`src/rtl/sprite_stream_loader.sv`:
```
// Packet loader for the sprite display stage: SYNC, 3*NPIX payload bytes, checksum.
// The payload is buffered and released as a paced strobe stream only after the checksum passes.
module sprite_stream_loader #(
    parameter int          NPIX      = 100,
    parameter logic [7:0]  SYNC_BYTE = 8'hA5,
    parameter int          GAP       = 2,
    parameter int          TIMEOUT   = 50000
) (
    input  logic        iCLK,
    input  logic        iRST,
    input  logic [7:0]  iRX_DATA,
    input  logic        iRX_VALID,
    output logic [11:0] oDATA,
    output logic        oDVAL,
    output logic        oBUSY,
    output logic        oDONE,
    output logic        oERR
);

    localparam int NBYTES = 3 * NPIX;
    localparam int IW     = $clog2(NBYTES + 1);
    localparam int TW     = $clog2(TIMEOUT + 1);
    localparam int GW     = (GAP > 0) ? $clog2(GAP + 1) : 1;

    localparam logic [IW-1:0] LAST_IDX   = IW'(NBYTES - 1);
    localparam logic [IW-1:0] END_IDX    = IW'(NBYTES);
    localparam logic [TW-1:0] TMO_LAST   = TW'(TIMEOUT - 1);
    localparam logic [GW-1:0] GAP_RELOAD = GW'(GAP);

    localparam logic [2:0] S_IDLE    = 3'd0;
    localparam logic [2:0] S_PAYLOAD = 3'd1;
    localparam logic [2:0] S_CSUM    = 3'd2;
    localparam logic [2:0] S_EMIT    = 3'd3;
    localparam logic [2:0] S_DONE    = 3'd4;

    logic [2:0]    state_q,  state_d;
    logic [IW-1:0] wr_idx_q, wr_idx_d;
    logic [IW-1:0] rd_idx_q, rd_idx_d;
    logic [7:0]    sum_q,    sum_d;
    logic [TW-1:0] tmo_q,    tmo_d;
    logic [GW-1:0] gap_q,    gap_d;
    logic          pend_q,   pend_d;
    logic [11:0]   data_q,   data_d;
    logic          dval_q,   dval_d;
    logic          err_q,    err_d;

    logic          wr_en;
    logic          rd_en;
    logic [7:0]    csum_chk;
    logic [7:0]    rdata_q;
    logic [7:0]    mem [NBYTES];

    // NOTE: every signal assigned in this block gets a default first, so no path can infer a latch.
    always_comb begin
        state_d  = state_q;
        wr_idx_d = wr_idx_q;
        rd_idx_d = rd_idx_q;
        sum_d    = sum_q;
        tmo_d    = tmo_q;
        gap_d    = gap_q;
        pend_d   = 1'b0;
        data_d   = data_q;
        dval_d   = 1'b0;
        err_d    = 1'b0;
        wr_en    = 1'b0;
        rd_en    = 1'b0;
        csum_chk = sum_q + iRX_DATA;

        case (state_q)
            S_IDLE: begin
                if (iRX_VALID && (iRX_DATA == SYNC_BYTE)) begin
                    state_d  = S_PAYLOAD;
                    wr_idx_d = '0;
                    sum_d    = '0;
                    tmo_d    = '0;
                end
            end
            S_PAYLOAD: begin
                if (iRX_VALID) begin
                    wr_en    = 1'b1;
                    sum_d    = csum_chk;
                    wr_idx_d = wr_idx_q + 1'b1;
                    tmo_d    = '0;
                    if (wr_idx_q == LAST_IDX) state_d = S_CSUM;
                end else if (tmo_q == TMO_LAST) begin
                    err_d   = 1'b1;
                    state_d = S_IDLE;
                end else begin
                    tmo_d = tmo_q + 1'b1;
                end
            end
            S_CSUM: begin
                if (iRX_VALID) begin
                    tmo_d = '0;
                    if (csum_chk == 8'h00) begin
                        state_d  = S_EMIT;
                        rd_idx_d = '0;
                        gap_d    = '0;
                    end else begin
                        err_d   = 1'b1;
                        state_d = S_IDLE;
                    end
                end else if (tmo_q == TMO_LAST) begin
                    err_d   = 1'b1;
                    state_d = S_IDLE;
                end else begin
                    tmo_d = tmo_q + 1'b1;
                end
            end
            S_EMIT: begin
                // A read issued last cycle becomes this cycle's strobe; the final one ends the stream.
                if (pend_q) begin
                    dval_d = 1'b1;
                    data_d = {4'h0, rdata_q};
                    if (rd_idx_q == END_IDX) state_d = S_DONE;
                end
                if (gap_q != '0) begin
                    gap_d = gap_q - 1'b1;
                end else if (rd_idx_q != END_IDX) begin
                    rd_en    = 1'b1;
                    pend_d   = 1'b1;
                    rd_idx_d = rd_idx_q + 1'b1;
                    gap_d    = GAP_RELOAD;
                end
            end
            S_DONE: begin
            end
            default: state_d = S_IDLE;
        endcase
    end

    // NOTE: sequential state uses non-blocking assignments only, so every flop samples pre-edge values.
    always_ff @(posedge iCLK or negedge iRST) begin
        if (!iRST) begin
            state_q  <= S_IDLE;
            wr_idx_q <= '0;
            rd_idx_q <= '0;
            sum_q    <= '0;
            tmo_q    <= '0;
            gap_q    <= '0;
            pend_q   <= 1'b0;
            data_q   <= '0;
            dval_q   <= 1'b0;
            err_q    <= 1'b0;
        end else begin
            state_q  <= state_d;
            wr_idx_q <= wr_idx_d;
            rd_idx_q <= rd_idx_d;
            sum_q    <= sum_d;
            tmo_q    <= tmo_d;
            gap_q    <= gap_d;
            pend_q   <= pend_d;
            data_q   <= data_d;
            dval_q   <= dval_d;
            err_q    <= err_d;
        end
    end

    // NOTE: the payload buffer has no reset so it can map onto a plain synchronous RAM.
    always_ff @(posedge iCLK) begin
        if (wr_en) mem[wr_idx_q] <= iRX_DATA;
        if (rd_en) rdata_q <= mem[rd_idx_q];
    end

    assign oDATA = data_q;
    assign oDVAL = dval_q;
    assign oERR  = err_q;
    assign oBUSY = (state_q == S_PAYLOAD) || (state_q == S_CSUM) || (state_q == S_EMIT);
    assign oDONE = (state_q == S_DONE);

endmodule

```
`config.mk`:
```
export PLATFORM = sky130hd
export DESIGN_NAME = sprite_stream_loader
export DESIGN_NICKNAME = d
export VERILOG_FILES = /design/src/rtl/sprite_stream_loader.sv
export SDC_FILE = /design/constraint.sdc
export NUM_CORES = 2
export LEC_CHECK = 0
export ABC_AREA = 1
export BUFFER_PORTS_ARGS = -buffer_cell sky130_fd_sc_hd__buf_4
export CAP_MARGIN = 20
export CORE_UTILIZATION = 30
export CTS_CLUSTER_DIAMETER = 60
export DETAILED_ROUTE_END_ITERATION = 8
export PLACE_DENSITY = 0.48
export SLEW_MARGIN = 10
export SYNTH_ARGS = -nofsm -noshare
export SYNTH_HDL_FRONTEND = slang
export SYNTH_SLANG_ARGS = --single-unit
```
`constraint.sdc`:
```
create_clock -name iCLK -period 5.8 [get_ports iCLK]
set_input_delay 1.16 -clock iCLK [delete_from_list [all_inputs] [get_ports iCLK]]
set_output_delay 1.16 -clock iCLK [all_outputs]
set_load 0.05 [all_outputs]
```
# Yosys cells after proc, flatten, opt, wreduce, memory -nomap -nowiden
# Memory sizes are Yosys's and may differ from the RTL's. A register that Yosys moved wholly into a read port is not among the register bits.
# Cells that the tools add are included.
# W data, S select, Z words.
# totals
regBits	58
mem_bits_rw	2400
output_inout_bits	16
wordCells	96
n_memories	1
# op_classes
add_sub_neg	5
eq_ne	20
mux	43
bitwise_logic	1
reduce_logical	16
# memory_table
memory	words	width	read_ports	rd_clocked_by_memory_dff	wr	line	source
mem	300	8	1	1	1	51	logic [7:0] mem [NBYTES];
# op_table
operator	n
$mux W9	6
$mux W16	3
$pmux W9 S2	2
$pmux W16 S2	1
$mux W3	7
$add A9 B1 Y9 const B	2
$eq A9 B9 Y1 const B	2
$add A16 B1 Y16 const B	1
$eq A16 B16 Y1 const B	1
$mux W8	2
$ne A2 B2 Y1 const B	8
$pmux W8 S2	1
$pmux W3 S5	1
$mux W1	13
$mux W2	5
$reduce_and A5 Y1	2
$ne A3 B3 Y1 const B	3
$ne A9 B9 Y1 const B	1
$add A8 B8 Y8	1
$eq A8 B8 Y1 const B	1
$logic_not A8 Y1	1
$reduce_bool A2 Y1	4
$eq A3 B2 Y1 const B	2
$reduce_and A3 Y1	2
12 further kinds	13

# Longest topological paths before layout
# depth
ltp_word	5
ltp_mapped	21

# Worst setup path before layout
# Ideal clock, no wire load.
# synth_timing
path_kind	input -> register
from	in iRX_VALID
to	mem mem[115][0], enable pin
setup_ps	370
arrival_ps	2691
t_required_ps	5430
path_slack_ps	2738
stages	10
n_path_buf	2
cell_sequence	buf_2 inv_1 nor2_4 inv_2 nor2_4 inv_1 nor2_4 nand2_4 buf_4 nor2_1
# synth_via
elab_chain_cells	4
# synth_lines
element	line	source
start, declared	12	input logic iRX_VALID,
$mux W1	79	if (iRX_VALID) begin
$mux W1	69	case (state_q)
$mux W1	161	if (wr_en) mem[wr_idx_q] <= iRX_DATA;
$mux W1 (not written as such)	161	
end, declared	51	
# Every way passes these cells.

# Final worst setup path
# layout_timing
from	reg rd_idx_q[0]
to	reg rdata_q[4] (read register of mem) (data pin)
# layout_via
elab_chain_cells	4
# layout_lines
element	line	source
start, declared	38	logic [IW-1:0] rd_idx_q, rd_idx_d;
start signal, assigned	148	rd_idx_q <= rd_idx_d;
$ne A9 B9 Y1	119	end else if (rd_idx_q != END_IDX) begin
$mux W1	119	
$mux W1	117	if (gap_q != '0) begin
$mux W1	69	
end, declared	50	logic [7:0] rdata_q;
# Several ways; a longest one is shown, not always the timed one.
# A chain may end at the register's enable or synchronous reset.

==> metrics.txt <==
# TYPE chip_impl_metric gauge
chip_impl_info{name="run_status",value="complete, no violations"} 1
chip_impl_metric{name="setup_viol",unit=""} 0
chip_impl_metric{name="maxCapViolCount",unit=""} 0
chip_impl_metric{name="path_clk_slew",unit="ns"} 0.06
chip_impl_metric{name="grt_overflow",unit=""} 0
chip_impl_metric{name="cp_arrival",unit="ns"} 4.80
chip_impl_metric{name="hold_violations",unit=""} 0
chip_impl_metric{name="setup_tns",unit="ns"} 0
chip_impl_metric{name="intPower",unit="mW"} 32.0
chip_impl_metric{name="switching_power",unit="mW"} 13.8
chip_impl_info{name="cp-startpoint",value="rd_idx_q[0]"} 1
chip_impl_metric{name="rows",unit=""} 215
chip_impl_metric{name="yosysWarningCount",unit=""} 0
chip_impl_info{name="startpoint_kind_of_the_worst_setup_timing_path",value="register"} 1
chip_impl_metric{name="clock_share_of_power",unit="%"} 37.5
chip_impl_metric{name="first_iter_violations",unit=""} 6246
chip_impl_metric{name="seq_power_share",unit="%"} 43.4
chip_impl_info{name="critical-path-top-delay-family",value="simple AND/OR/NAND/NOR gates"} 1
chip_impl_metric{name="die_h",unit="um"} 590
chip_impl_metric{name="final_min_period_over_clock_period",unit="%"} 72.0
chip_impl_metric{name="power.ir.vdd_worst",unit="mV"} 0.361
chip_impl_metric{name="grt_pass1_vias",unit=""} 66900
chip_impl_metric{name="clock-sinks",unit=""} 2466
chip_impl_metric{name="die_x",unit="um"} 590
chip_impl_metric{name="gp_routability_congestion",unit=""} 0.838
chip_impl_metric{name="timing.critical_path.buf_inv",unit=""} 2
chip_impl_metric{name="wire_per_inst",unit="um"} 22.1
chip_impl_metric{name="ctsLongestPathBuffers",unit=""} 4
chip_impl_metric{name="worst_slew_pin_slew",unit="ns"} 1.11
chip_impl_info{name="final_common_cell",value="sky130_fd_sc_hd__edfxtp_1"} 1
chip_impl_info{name="reg2reg_from",value="rd_idx_q[0]"} 1
chip_impl_metric{name="routed-via-count",unit=""} 67600
chip_impl_metric{name="crit_path_max_incr_delay",unit="ns"} 0.71
chip_impl_metric{name="ant_nets",unit=""} 0
chip_impl_metric{name="remaining_max_slew_budget_at_the_tightest_pin",unit="%"} 25.8
chip_impl_metric{name="antenna_found_initial",unit=""} 15
chip_impl_metric{name="synth_area_per_cell",unit="um2"} 11.2
chip_impl_metric{name="dpl.hpwl",unit="mm"} 175
chip_impl_metric{name="tritoncts.num_buffers",unit=""} 280
chip_impl_metric{name="layout.cell_area.non_filler",unit="um2"} 116000
chip_impl_metric{name="numPortBuffers",unit=""} 22
chip_impl_info{name="synth_top_flop_cell",value="sky130_fd_sc_hd__edfxtp_1"} 1
chip_impl_metric{name="number_of_search_and_repair_iterations_in_the_first_detailed_routing_pass",unit=""} 6
chip_impl_metric{name="synth_cell_types",unit=""} 47
chip_impl_metric{name="postCtsSetupBuffers",unit=""} 0
chip_impl_metric{name="start_util",unit="%"} 30.2
chip_impl_metric{name="post_synth_inst_count",unit=""} 9247
chip_impl_info{name="timing.critical_path.cells",value="inv_8 -> buf_4 -> o21ai_0 -> nand2_1 -> nand2_1 -> nand2_1 -> nor2_1 -> nand2_1 -> nand3_1 -> nand2_1 -> nand2_1 -> nand3_1 -> nor2_1 -> nor2_1"} 1
chip_impl_info{name="worst_setup_path_end_kind",value="register"} 1
chip_impl_metric{name="fp.coreArea",unit="um2"} 343000
chip_impl_metric{name="syn_area",unit="um2"} 104000
chip_impl_metric{name="synth.ff_latch_count",unit=""} 2466
chip_impl_metric{name="layout-drive-gt1-share",unit="%"} 6.25
chip_impl_metric{name="report.final.slew_viol_count",unit=""} 0
chip_impl_metric{name="fin_nets",unit=""} 9161
chip_impl_info{name="critical_path.slowest_cell",value="sky130_fd_sc_hd__dfrtp_4"} 1
chip_impl_info{name="most-common-layout-cells",value="2,408 x sky130_fd_sc_hd__edfxtp_1, 2,021 x sky130_fd_sc_hd__nand2_1, 1,702 x sky130_fd_sc_hd__nor2_1"} 1
chip_impl_metric{name="p_leak",unit="nW"} 41.4
chip_impl_metric{name="power.combinational.fraction",unit="%"} 19.1
chip_impl_info{name="timing_worst_setup_path_type",value="register to register"} 1
chip_impl_metric{name="timing.clock.skew",unit="ns"} 0.0536
chip_impl_metric{name="die_area",unit="um2"} 348000
chip_impl_info{name="unrepaired_setup_endpoints_after_global_routing",value="no"} 1
chip_impl_metric{name="period_minus_slack",unit="ns"} 4.18
chip_impl_metric{name="drc",unit=""} 0
chip_impl_metric{name="achievable_frequency",unit="GHz"} 0.239
chip_impl_metric{name="synth_enable_flop_cells",unit=""} 2408
chip_impl_metric{name="finalNonFillerCells",unit=""} 13900
chip_impl_metric{name="postRouteWirelength",unit="mm"} 307
chip_impl_metric{name="power.switching_fraction",unit="%"} 30.0
chip_impl_metric{name="dpl.cell_count",unit=""} 13400
chip_impl_metric{name="clk-insertion-delay-late",unit="ns"} 0.88
chip_impl_info{name="critical_path.most_common_cell",value="sky130_fd_sc_hd__nand2_1"} 1
chip_impl_metric{name="grt_max_degree",unit=""} 186
chip_impl_metric{name="cp_max_fo",unit=""} 120
chip_impl_metric{name="crit_required",unit="ns"} 6.42
chip_impl_info{name="cts_root_buf",value="sky130_fd_sc_hd__clkbuf_16"} 1
chip_impl_metric{name="number_of_hold_repair_buffers_added_at_the_cts_stage",unit=""} 0
chip_impl_metric{name="asyncSetResetFlopFracSynth",unit="%"} 2.35
chip_impl_metric{name="area_growth_syn_to_layout",unit="%"} 12.4
chip_impl_info{name="hold_class",value="input pin to async pin"} 1
chip_impl_metric{name="placement.cell_area",unit="um2"} 108000
chip_impl_metric{name="synth_seq_area_share",unit="%"} 71.2
chip_impl_metric{name="htree_levels",unit=""} 5
chip_impl_metric{name="grt_use_total",unit="%"} 17.2
chip_impl_metric{name="first_pass_grt_wire_length",unit="mm"} 451
chip_impl_metric{name="floorplan.io_pins",unit=""} 27
chip_impl_info{name="tritoncts",value="built"} 1
chip_impl_metric{name="power_density_normalized_to_cell_area",unit="nW/um2"} 393
chip_impl_metric{name="detail_route.vias_per_cell",unit=""} 4.87
chip_impl_metric{name="cts-resized-gates",unit=""} 0
chip_impl_metric{name="finish.utilization",unit="%"} 33.9
## routing by layer
layer | part of all wire, % | vias up | GRT usage, %
met2 | 47 | 1990 | 27.8
met5 | 0 | - | 0
met4 | 2.5 | 0 | 4.83
li1 | - | 31300 | -
met3 | 5.7 | 407 | 2.39
met1 | 45 | 33800 | 24.2
## area by class of cell
cell class | instances | area, um2
Antenna cell | 5 | 12.5
Sequential cell | 2466 | 73800
Clock inverter | 123 | 1180
Clock buffer | 356 | 7510
Fill cell | 34300 | 227000
Tap cell | 4557 | 5700
Inverter | 548 | 2100
Multi-Input combinational cell | 5687 | 24600
Timing Repair Buffer | 150 | 1570
## through the flow
step	setup slack (ns)	power (mW)	hold WS (ns)
4_1_cts	1.76	46.1	0.350
6_report	1.62	45.8	0.361
3_3_place_gp	1.64	29.0	0.469
3_5_place_dp	1.53	29.0	0.465
2_1_floorplan	2.74	26.5	0.426
5_1_grt	1.59	47.7	0.400
## power groups by stage
stage / Clock, mW / Combinational, mW / Sequential, mW
after CTS: 17.5 / 8.77 / 19.9
after floorplan: 0 / 6.18 / 20.3
after global routing: 18.1 / 9.65 / 19.9
final: 17.2 / 8.73 / 19.9
after global placement: 0 / 8.70 / 20.2
after detailed placement: 0 / 8.74 / 20.3
## flip-flops by register name, summed over array words and instances, names as in the netlist, 2 cells and up
name	count
rd_idx_q	9
tmo_q	16
gap_q	2
rdata_q	8
state_q	3
oDATA	8
sum_q	8
wr_idx_q	9
mem	2400
## final timing paths
check	to	slack [ns]	cells past startpoint
max in group asynchronous	rd_idx_q[2]	4.82	1
min	oDATA[3]	0.36	1
min in group iCLK	oDATA[3]	0.48	2
min reg2reg	oDATA[3]	0.48	2
max	rdata_q[4]	1.62	14
max reg2reg	rdata_q[4]	1.62	14
## synth_stat cells (17+ instances only)
cell type,instances,area (um2)
sky130_fd_sc_hd__buf_4,106,796
sky130_fd_sc_hd__nor2_1,1703,6390
sky130_fd_sc_hd__buf_1,58,218
sky130_fd_sc_hd__buf_6,62,698
sky130_fd_sc_hd__inv_1,529,1990
sky130_fd_sc_hd__a21oi_1,117,586
sky130_fd_sc_hd__buf_2,166,831
sky130_fd_sc_hd__o22ai_1,65,407
sky130_fd_sc_hd__edfxtp_1,2408,72300
sky130_fd_sc_hd__xor2_1,17,149
sky130_fd_sc_hd__dfrtp_1,58,1450
sky130_fd_sc_hd__o21ai_0,738,3690
sky130_fd_sc_hd__nand2_1,2027,7610
sky130_fd_sc_hd__o211ai_1,117,878
sky130_fd_sc_hd__o21ai_1,132,661
sky130_fd_sc_hd__nand3_1,650,3250
sky130_fd_sc_hd__clkbuf_1,152,571
## cell families (layout without fill, tap and decap cells)
| family | count (synthesis) | after routing | synth area share, % |
|---|---|---|---|
| adders and majority gates | 17 | 17 | 0.213 |
| buffers and inverters | 1097 | 1177 | 5.06 |
| DFF | 2466 | 2466 | 71.2 |
| xor gates and xnor gates | 19 | 19 | 0.161 |
| AOI/OAI and AO/OA | 1199 | 1199 | 6.25 |
| and+or+nand+nor | 4448 | 4448 | 17.1 |
| other | 1 | 9 | 0.00362 |
Power figures use the tool's default switching activity.
